$ cat config.mk
export PLATFORM = sky130hd
export DESIGN_NAME = multi_tank_hit_scorer
export DESIGN_NICKNAME = d
export VERILOG_FILES = /design/src/rtl/multi_tank_hit_scorer.sv
export SDC_FILE = /design/constraint.sdc
export NUM_CORES = 1
export LEC_CHECK = 0
export CORE_MARGIN = 5
export CORE_UTILIZATION = 28
export CTS_BUF_LIST = sky130_fd_sc_hd__clkbuf_4
export CTS_CLUSTER_DIAMETER = 40
export DETAILED_ROUTE_END_ITERATION = 7
export PLACE_DENSITY = 0.55
export SETUP_SLACK_MARGIN = 0.02
export SYNTH_ARGS = -nofsm -noshare
export SYNTH_HDL_FRONTEND = slang
export SYNTH_SLANG_ARGS = --single-unit
$ cat constraint.sdc
create_clock -name clk_19 -period 8.3 [get_ports clk_19]
set_input_delay 2.49 -clock clk_19 [delete_from_list [all_inputs] [get_ports clk_19]]
set_output_delay 2.49 -clock clk_19 [all_outputs]
set_load 0.02 [all_outputs]
$ cat src/rtl/multi_tank_hit_scorer.sv
// Bullet-vs-tank hit detector and scoreboard for NUM_TANKS tanks; auto-revive under RESPAWN_HIT_SCORER_EN.
// All outputs registered one clk_19 edge after sampled inputs; no backpressure, one evaluation per tick.
module multi_tank_hit_scorer #(
    parameter int NUM_TANKS     = 2,
    parameter int POS_W         = 10,
    parameter int TANK_SIZE     = 32,
    parameter int HIT_MARGIN    = 2,
    parameter int BUL_LONG      = 14,
    parameter int BUL_SHORT     = 7,
    parameter int SCORE_W       = 9,
    parameter int RESPAWN_TICKS = 64
) (
    input  logic                         clk_19,
    input  logic                         rst_n,
    input  logic                         restart_map,
    input  logic [NUM_TANKS*POS_W-1:0]   tank_ver,
    input  logic [NUM_TANKS*POS_W-1:0]   tank_hor,
    input  logic [NUM_TANKS-1:0]         bul_valid,
    input  logic [NUM_TANKS*2-1:0]       bul_dir,
    input  logic [NUM_TANKS*POS_W-1:0]   bul_ver,
    input  logic [NUM_TANKS*POS_W-1:0]   bul_hor,
    output logic [NUM_TANKS-1:0]         death,
    output logic [NUM_TANKS*SCORE_W-1:0] score,
    output logic [NUM_TANKS-1:0]         hit_pulse,
    output logic                         round_over,
    output logic                         draw
);

    localparam int PW = POS_W + 1;
    localparam int SW = SCORE_W + 2;
    localparam int AW = $clog2(NUM_TANKS + 1);

    localparam logic [PW-1:0] WIN_LO    = PW'(HIT_MARGIN);
    localparam logic [PW-1:0] WIN_HI    = PW'(TANK_SIZE - HIT_MARGIN);
    localparam logic [PW-1:0] LEN_LONG  = PW'(BUL_LONG);
    localparam logic [PW-1:0] LEN_SHORT = PW'(BUL_SHORT);
    localparam logic [SW-1:0] SCORE_MAX = {2'b00, {SCORE_W{1'b1}}};

    logic [PW-1:0] bul_top [NUM_TANKS];
    logic [PW-1:0] bul_bot [NUM_TANKS];
    logic [PW-1:0] bul_lft [NUM_TANKS];
    logic [PW-1:0] bul_rgt [NUM_TANKS];
    logic [PW-1:0] win_top [NUM_TANKS];
    logic [PW-1:0] win_bot [NUM_TANKS];
    logic [PW-1:0] win_lft [NUM_TANKS];
    logic [PW-1:0] win_rgt [NUM_TANKS];

    logic [NUM_TANKS-1:0]         hit [NUM_TANKS];
    logic [NUM_TANKS-1:0]         victim_hit;
    logic [NUM_TANKS-1:0]         shooter_hit;
    logic [SW-1:0]                credit [NUM_TANKS];
    logic [NUM_TANKS-1:0]         credited;
    logic [SW-1:0]                score_sum;
    logic [NUM_TANKS*SCORE_W-1:0] score_nxt;
    logic [NUM_TANKS-1:0]         revive;
    logic [NUM_TANKS-1:0]         death_nxt;
    logic [AW-1:0]                alive_cnt;

    // Box edges widened by one bit so that sums near the screen edge never wrap.
    always_comb begin
        for (int i = 0; i < NUM_TANKS; i++) begin
            bul_top[i] = {1'b0, bul_ver[i*POS_W +: POS_W]};
            bul_lft[i] = {1'b0, bul_hor[i*POS_W +: POS_W]};
            bul_bot[i] = {1'b0, bul_ver[i*POS_W +: POS_W]} + (bul_dir[2*i+1] ? LEN_SHORT : LEN_LONG);
            bul_rgt[i] = {1'b0, bul_hor[i*POS_W +: POS_W]} + (bul_dir[2*i+1] ? LEN_LONG : LEN_SHORT);
            win_top[i] = {1'b0, tank_ver[i*POS_W +: POS_W]} + WIN_LO;
            win_bot[i] = {1'b0, tank_ver[i*POS_W +: POS_W]} + WIN_HI;
            win_lft[i] = {1'b0, tank_hor[i*POS_W +: POS_W]} + WIN_LO;
            win_rgt[i] = {1'b0, tank_hor[i*POS_W +: POS_W]} + WIN_HI;
        end
    end

    always_comb begin
        for (int i = 0; i < NUM_TANKS; i++) begin
            hit[i] = '0;
            for (int j = 0; j < NUM_TANKS; j++) begin
                if (i != j) begin
                    hit[i][j] = bul_valid[i] & ~death[i] & ~death[j]
                              & (bul_top[i] < win_bot[j]) & (bul_bot[i] > win_top[j])
                              & (bul_lft[i] < win_rgt[j]) & (bul_rgt[i] > win_lft[j]);
                end
            end
        end
    end

    // Each victim credits only its lowest-index shooter.
    always_comb begin
        victim_hit  = '0;
        shooter_hit = '0;
        credited    = '0;
        for (int i = 0; i < NUM_TANKS; i++) begin
            credit[i]      = '0;
            shooter_hit[i] = |hit[i];
        end
        for (int j = 0; j < NUM_TANKS; j++) begin
            for (int i = 0; i < NUM_TANKS; i++) begin
                if (hit[i][j]) begin
                    victim_hit[j] = 1'b1;
                    if (!credited[j]) begin
                        credit[i]   = credit[i] + SW'(1);
                        credited[j] = 1'b1;
                    end
                end
            end
        end
    end

    always_comb begin
        score_sum = '0;
        score_nxt = score;
        for (int i = 0; i < NUM_TANKS; i++) begin
            score_sum = {2'b00, score[i*SCORE_W +: SCORE_W]} + credit[i];
            if (score_sum > SCORE_MAX) begin
                score_nxt[i*SCORE_W +: SCORE_W] = SCORE_MAX[SCORE_W-1:0];
            end else begin
                score_nxt[i*SCORE_W +: SCORE_W] = score_sum[SCORE_W-1:0];
            end
        end
    end

`ifdef RESPAWN_HIT_SCORER_EN
    localparam int CW = $clog2(RESPAWN_TICKS + 1);

    logic [CW-1:0] rsp_cnt [NUM_TANKS];

    always_comb begin
        for (int j = 0; j < NUM_TANKS; j++) begin
            revive[j] = death[j] & (rsp_cnt[j] == CW'(1));
        end
    end

    // A dead tank cannot be hit, so loading and counting down never coincide.
    always_ff @(posedge clk_19) begin
        for (int j = 0; j < NUM_TANKS; j++) begin
            if (!rst_n || restart_map) begin
                rsp_cnt[j] <= '0;
            end else if (victim_hit[j]) begin
                rsp_cnt[j] <= CW'(RESPAWN_TICKS);
            end else if (death[j] && rsp_cnt[j] != '0) begin
                rsp_cnt[j] <= rsp_cnt[j] - CW'(1);
            end
        end
    end
`else
    assign revive = '0;
`endif

    assign death_nxt = (death | victim_hit) & ~revive;

    always_comb begin
        alive_cnt = '0;
        for (int j = 0; j < NUM_TANKS; j++) begin
            if (!death_nxt[j]) begin
                alive_cnt = alive_cnt + AW'(1);
            end
        end
    end

    always_ff @(posedge clk_19) begin
        if (!rst_n) begin
            death      <= '0;
            score      <= '0;
            hit_pulse  <= '0;
            round_over <= 1'b0;
            draw       <= 1'b0;
        end else if (restart_map) begin
            death      <= '0;
            hit_pulse  <= '0;
            round_over <= 1'b0;
            draw       <= 1'b0;
        end else begin
            death      <= death_nxt;
            score      <= score_nxt;
            hit_pulse  <= shooter_hit;
            round_over <= (alive_cnt <= AW'(1));
            draw       <= (alive_cnt == '0);
        end
    end

endmodule
==> run_results.csv <==
group,metric,value,unit
timing,clock-skew-final,2.24,ps
clocking,cts_tree,"yes",
setup_path,critical_path_peak_fanout,5,
timing,max_freq,0.152,GHz
floorplan,start_util,28.3,%
run,max_cap_viol_count,0,
cells_and_area,drive_gt1_share,2.43,%
floorplan,io_pins,113,
synthesis,yosysSeqAreaShare,10.3,%
placed_design,place_congestion,0.824,
clocking,cts_made_buffers,3,
floorplan,die_x,139,microns
power,p_comb_share,61.2,%
placed_design,dpl.hpwl,11.1,mm
setup_path,path_class,"in2reg",
grt,antenna_found_initial,0,
routing,wl,12.5,mm
grt,grt_pass1_vias,4373,
grt,grt_use_total,12.5,%
cells_and_area,fin_area,0.00597,sq mm
clocking,clk_latency,310,ps
routing,num_vias,4458,
setup_path,worstReg2RegEnd,"score[15]$_SDFFE_PN0N_",
timing,worstMarginPinSlew,722,ps
synthesis,synthTopCellsByArea,"ha_1 (28%), dfxtp_1 (10%), xnor2_1 (10%), xor2_1 (6.0%), nor2_1 (4.4%)",
power,vdd.ir_drop.worst,41.7,uV
synthesis,synth_fp_nets,797,
timing,relSlewSlack,51.2,%
routing,drc,0,
power,seqPwrFrac,26.9,%
power,pwr_density_cell,73.8,mW/mm^2
floorplan,coreArea,0.0165,sq mm
setup_path,cp-end-kind,"flip-flop",
placed_design,portBuffers,110,
clocking,numClockSinks,24,
power,p_int,268,uW
routing,drtIter0Drc,149,
cells_and_area,final_common_cell,"clkdlybuf4s50_1",
power,switching_share,39.3,%
setup_path,r2r_slack,5280,ps
setup_path,arrival,6810,ps
hold_path,min_path_type,"reg2reg",
power,p_clk_share,11.9,%
grt,grt_pass1_wl,20.8,mm
floorplan,die_area,0.0193,sq mm
setup_path,r2r_start,"death[1]$_SDFF_PP0_",
synthesis,synthCells,604,
hold_path,min_from,"score[14]$_SDFFE_PN0N_",
clocking,cts_htree_levels,1,
placed_design,place_inst,916,
power,p_leak,0.00247,uW
timing,fin_crit,6590,ps
synthesis,avgSynthCellArea,7.70,sq um
synthesis,yosys_warnings,0,
cells_and_area,fin_cells,920,
synthesis,synth_cell_types,51,
floorplan,num_rows,47,
timing,setup_viol,0,
floorplan,dieHeight,139,microns
cells_and_area,final_cell_mix,"clkdlybuf4s50_1 (110), ha_1 (104), nor2_1 (55)",
synthesis,yosysTopAreaCell,"ha_1",
timing,finalCritPeriodShare,79.4,%
synthesis,synth_top_area_share,28.0,%
timing,drv_slew,0,
run_status,status,"completed",
synthesis,synth-edff-count,0,
routing,wire_per_inst,13.6,microns
timing,tns,0,ps
synthesis,synthesis.area,0.00465,sq mm
synthesis,async_reset_ff_share,0,%
setup_path,cp-startpoint,"bul_dir[3]",
clocking,holdBufCountCts,0,
placed_design,dpl-instance-area,0.00595,sq mm
cells_and_area,area_growth,28.4,%
setup_path,critPathRequiredTime,8520,ps
hold_path,holdPathStages,1,
setup_path,cp-start-kind,"input pin",
routing,ant_nets,0,
timing,hold_viol_final,0,
timing,grt_setup_unrepaired,"no",
grt,grt_max_degree,16,
setup_path,ff2ff_path_depth,12,
grt,gr-total-overflow,0,
synthesis,ys_ff_latch,24,
clocking,path_clk_slew,130,ps
clocking,post_cts_resized,0,
hold_path,min_to,"score[14]$_SDFFE_PN0N_",
clocking,clock_path_buffers,2,
clocking,postCtsSetupBuffers,0,
routing,drtPass1Iterations,4,
power,netSwitchingPower,173,uW
synthesis,synthFlopType,"dfxtp_1",
routing,vias_per_cell,4.85,
cells_and_area,nets,894,
cells_and_area,fillerInstances,1737,
cells_and_area,antenna_cells,0,
clocking,cts-root-buf,"clkbuf_4",
## routing by layer
metal  part of all wire, %  global-route usage [%]  routed length, microns  vias up
met5                     0                       0                       0        -
met4                  0.45                    1.34                      57        0
met3                   5.3                    2.10                     664        6
met2                    47                    22.1                    5910       91
met1                    47                    16.4                    5910     1990
li1                      -                       -                       -     2371
## kinds of logic (layout without fill, tap and decap cells)
family,after synthesis,after routing,share of synthesized area [%]
AO/OA/AOI/OAI,116,116,17.2
XOR/XNOR,85,85,16.0
adder cells (fa/ha/maj),104,104,28.0
buffers and inverters,65,161,5.54
flip-flops,24,24,10.3
AND/OR/NAND/NOR,210,210,23.0
## through the flow
| step | utilization [%] | setup WS [ps] | power, uW | hold slack (ps) |
|---|---|---|---|---|
| floorplan | - | 2520 | 291 | 554 |
| global placement | 36.1 | 1380 | 391 | 490 |
| detailed placement | 36.1 | 1360 | 393 | 494 |
| CTS | 36.3 | 1680 | 447 | 525 |
| global route | 36.3 | 1360 | 486 | 546 |
| finish | 36.3 | 1710 | 441 | 527 |
## cell type report
cell class / count / area (sq um) / area share [%]
clock buffer: 3 / 22.5 / 0.377
clock inverter: 1 / 3.75 / 0.0628
inverter: 47 / 176 / 2.95
multi-input combinational: 515 / 3910 / 65.5
sequential: 24 / 480 / 8.04
tap: 220 / 275 / 4.61
timing repair buffer: 110 / 1100 / 18.4
## cells in the mapped netlist, drive strengths merged, types with 2 or more instances
master	number
or4	2
o2111ai	4
o31a	5
nor2b	3
and3	9
nand2	27
xnor2	53
nor2	55
a31oi	3
nand3b	2
dfxtp	24
o211ai	2
o21a	5
nor3b	7
nand3	41
o21ai	24
o41ai	3
o221a	2
nor3	24
o21bai	2
buf	8
nor4	4
xor2	32
and2	2
inv	47
clkbuf	10
a21o	11
a21oi	36
or3	7
nand4	19
nand2b	7
a211oi	9
ha	104
## worst max-delay path by stage
stage / endpoint / slack [ps] / cells after the start
3_5_place_dp: score[15]$_SDFFE_PN0N_ / 1360 / 23
2_1_floorplan: score[15]$_SDFFE_PN0N_ / 2520 / 22
6_report: score[15]$_SDFFE_PN0N_ / 1710 / 23
5_1_grt: score[11]$_SDFFE_PN0N_ / 1360 / 23
3_3_place_gp: score[15]$_SDFFE_PN0N_ / 1380 / 23
4_1_cts: score[2]$_SDFFE_PN0N_ / 1680 / 24
## worst max-delay path, cell delays in order
cell and delay (ps):
clkdlybuf4s50_1 470, inv_1 130, ha_1 210, inv_1 50
ha_1 200, nand2b_1 80, a21oi_1 90, nor2_1 230
nand3_1 130, xnor2_1 140, ha_1 310, nand4_1 130
o311ai_0 260, nor3_2 180, nand3_1 90, or3_4 390
inv_1 80, ha_1 190, ha_1 200, nand3_1 100
nor2_1 260, nand2_1 90, o311a_1 280
## registers in the layout (all words and copies together), names as in the netlist
register	cells
score	18
death	2
hit_pulse	2
draw	1
round_over	1
## power by group through the flow
stage               Combinational, uW  Sequential, uW  Clock, uW
global route                      308             119       58.6
CTS                               273             119       54.9
finish                            270             119       52.3
floorplan                         168             123          0
global placement                  270             121          0
detailed placement                272             121          0
Power figures use the tool's default switching activity.
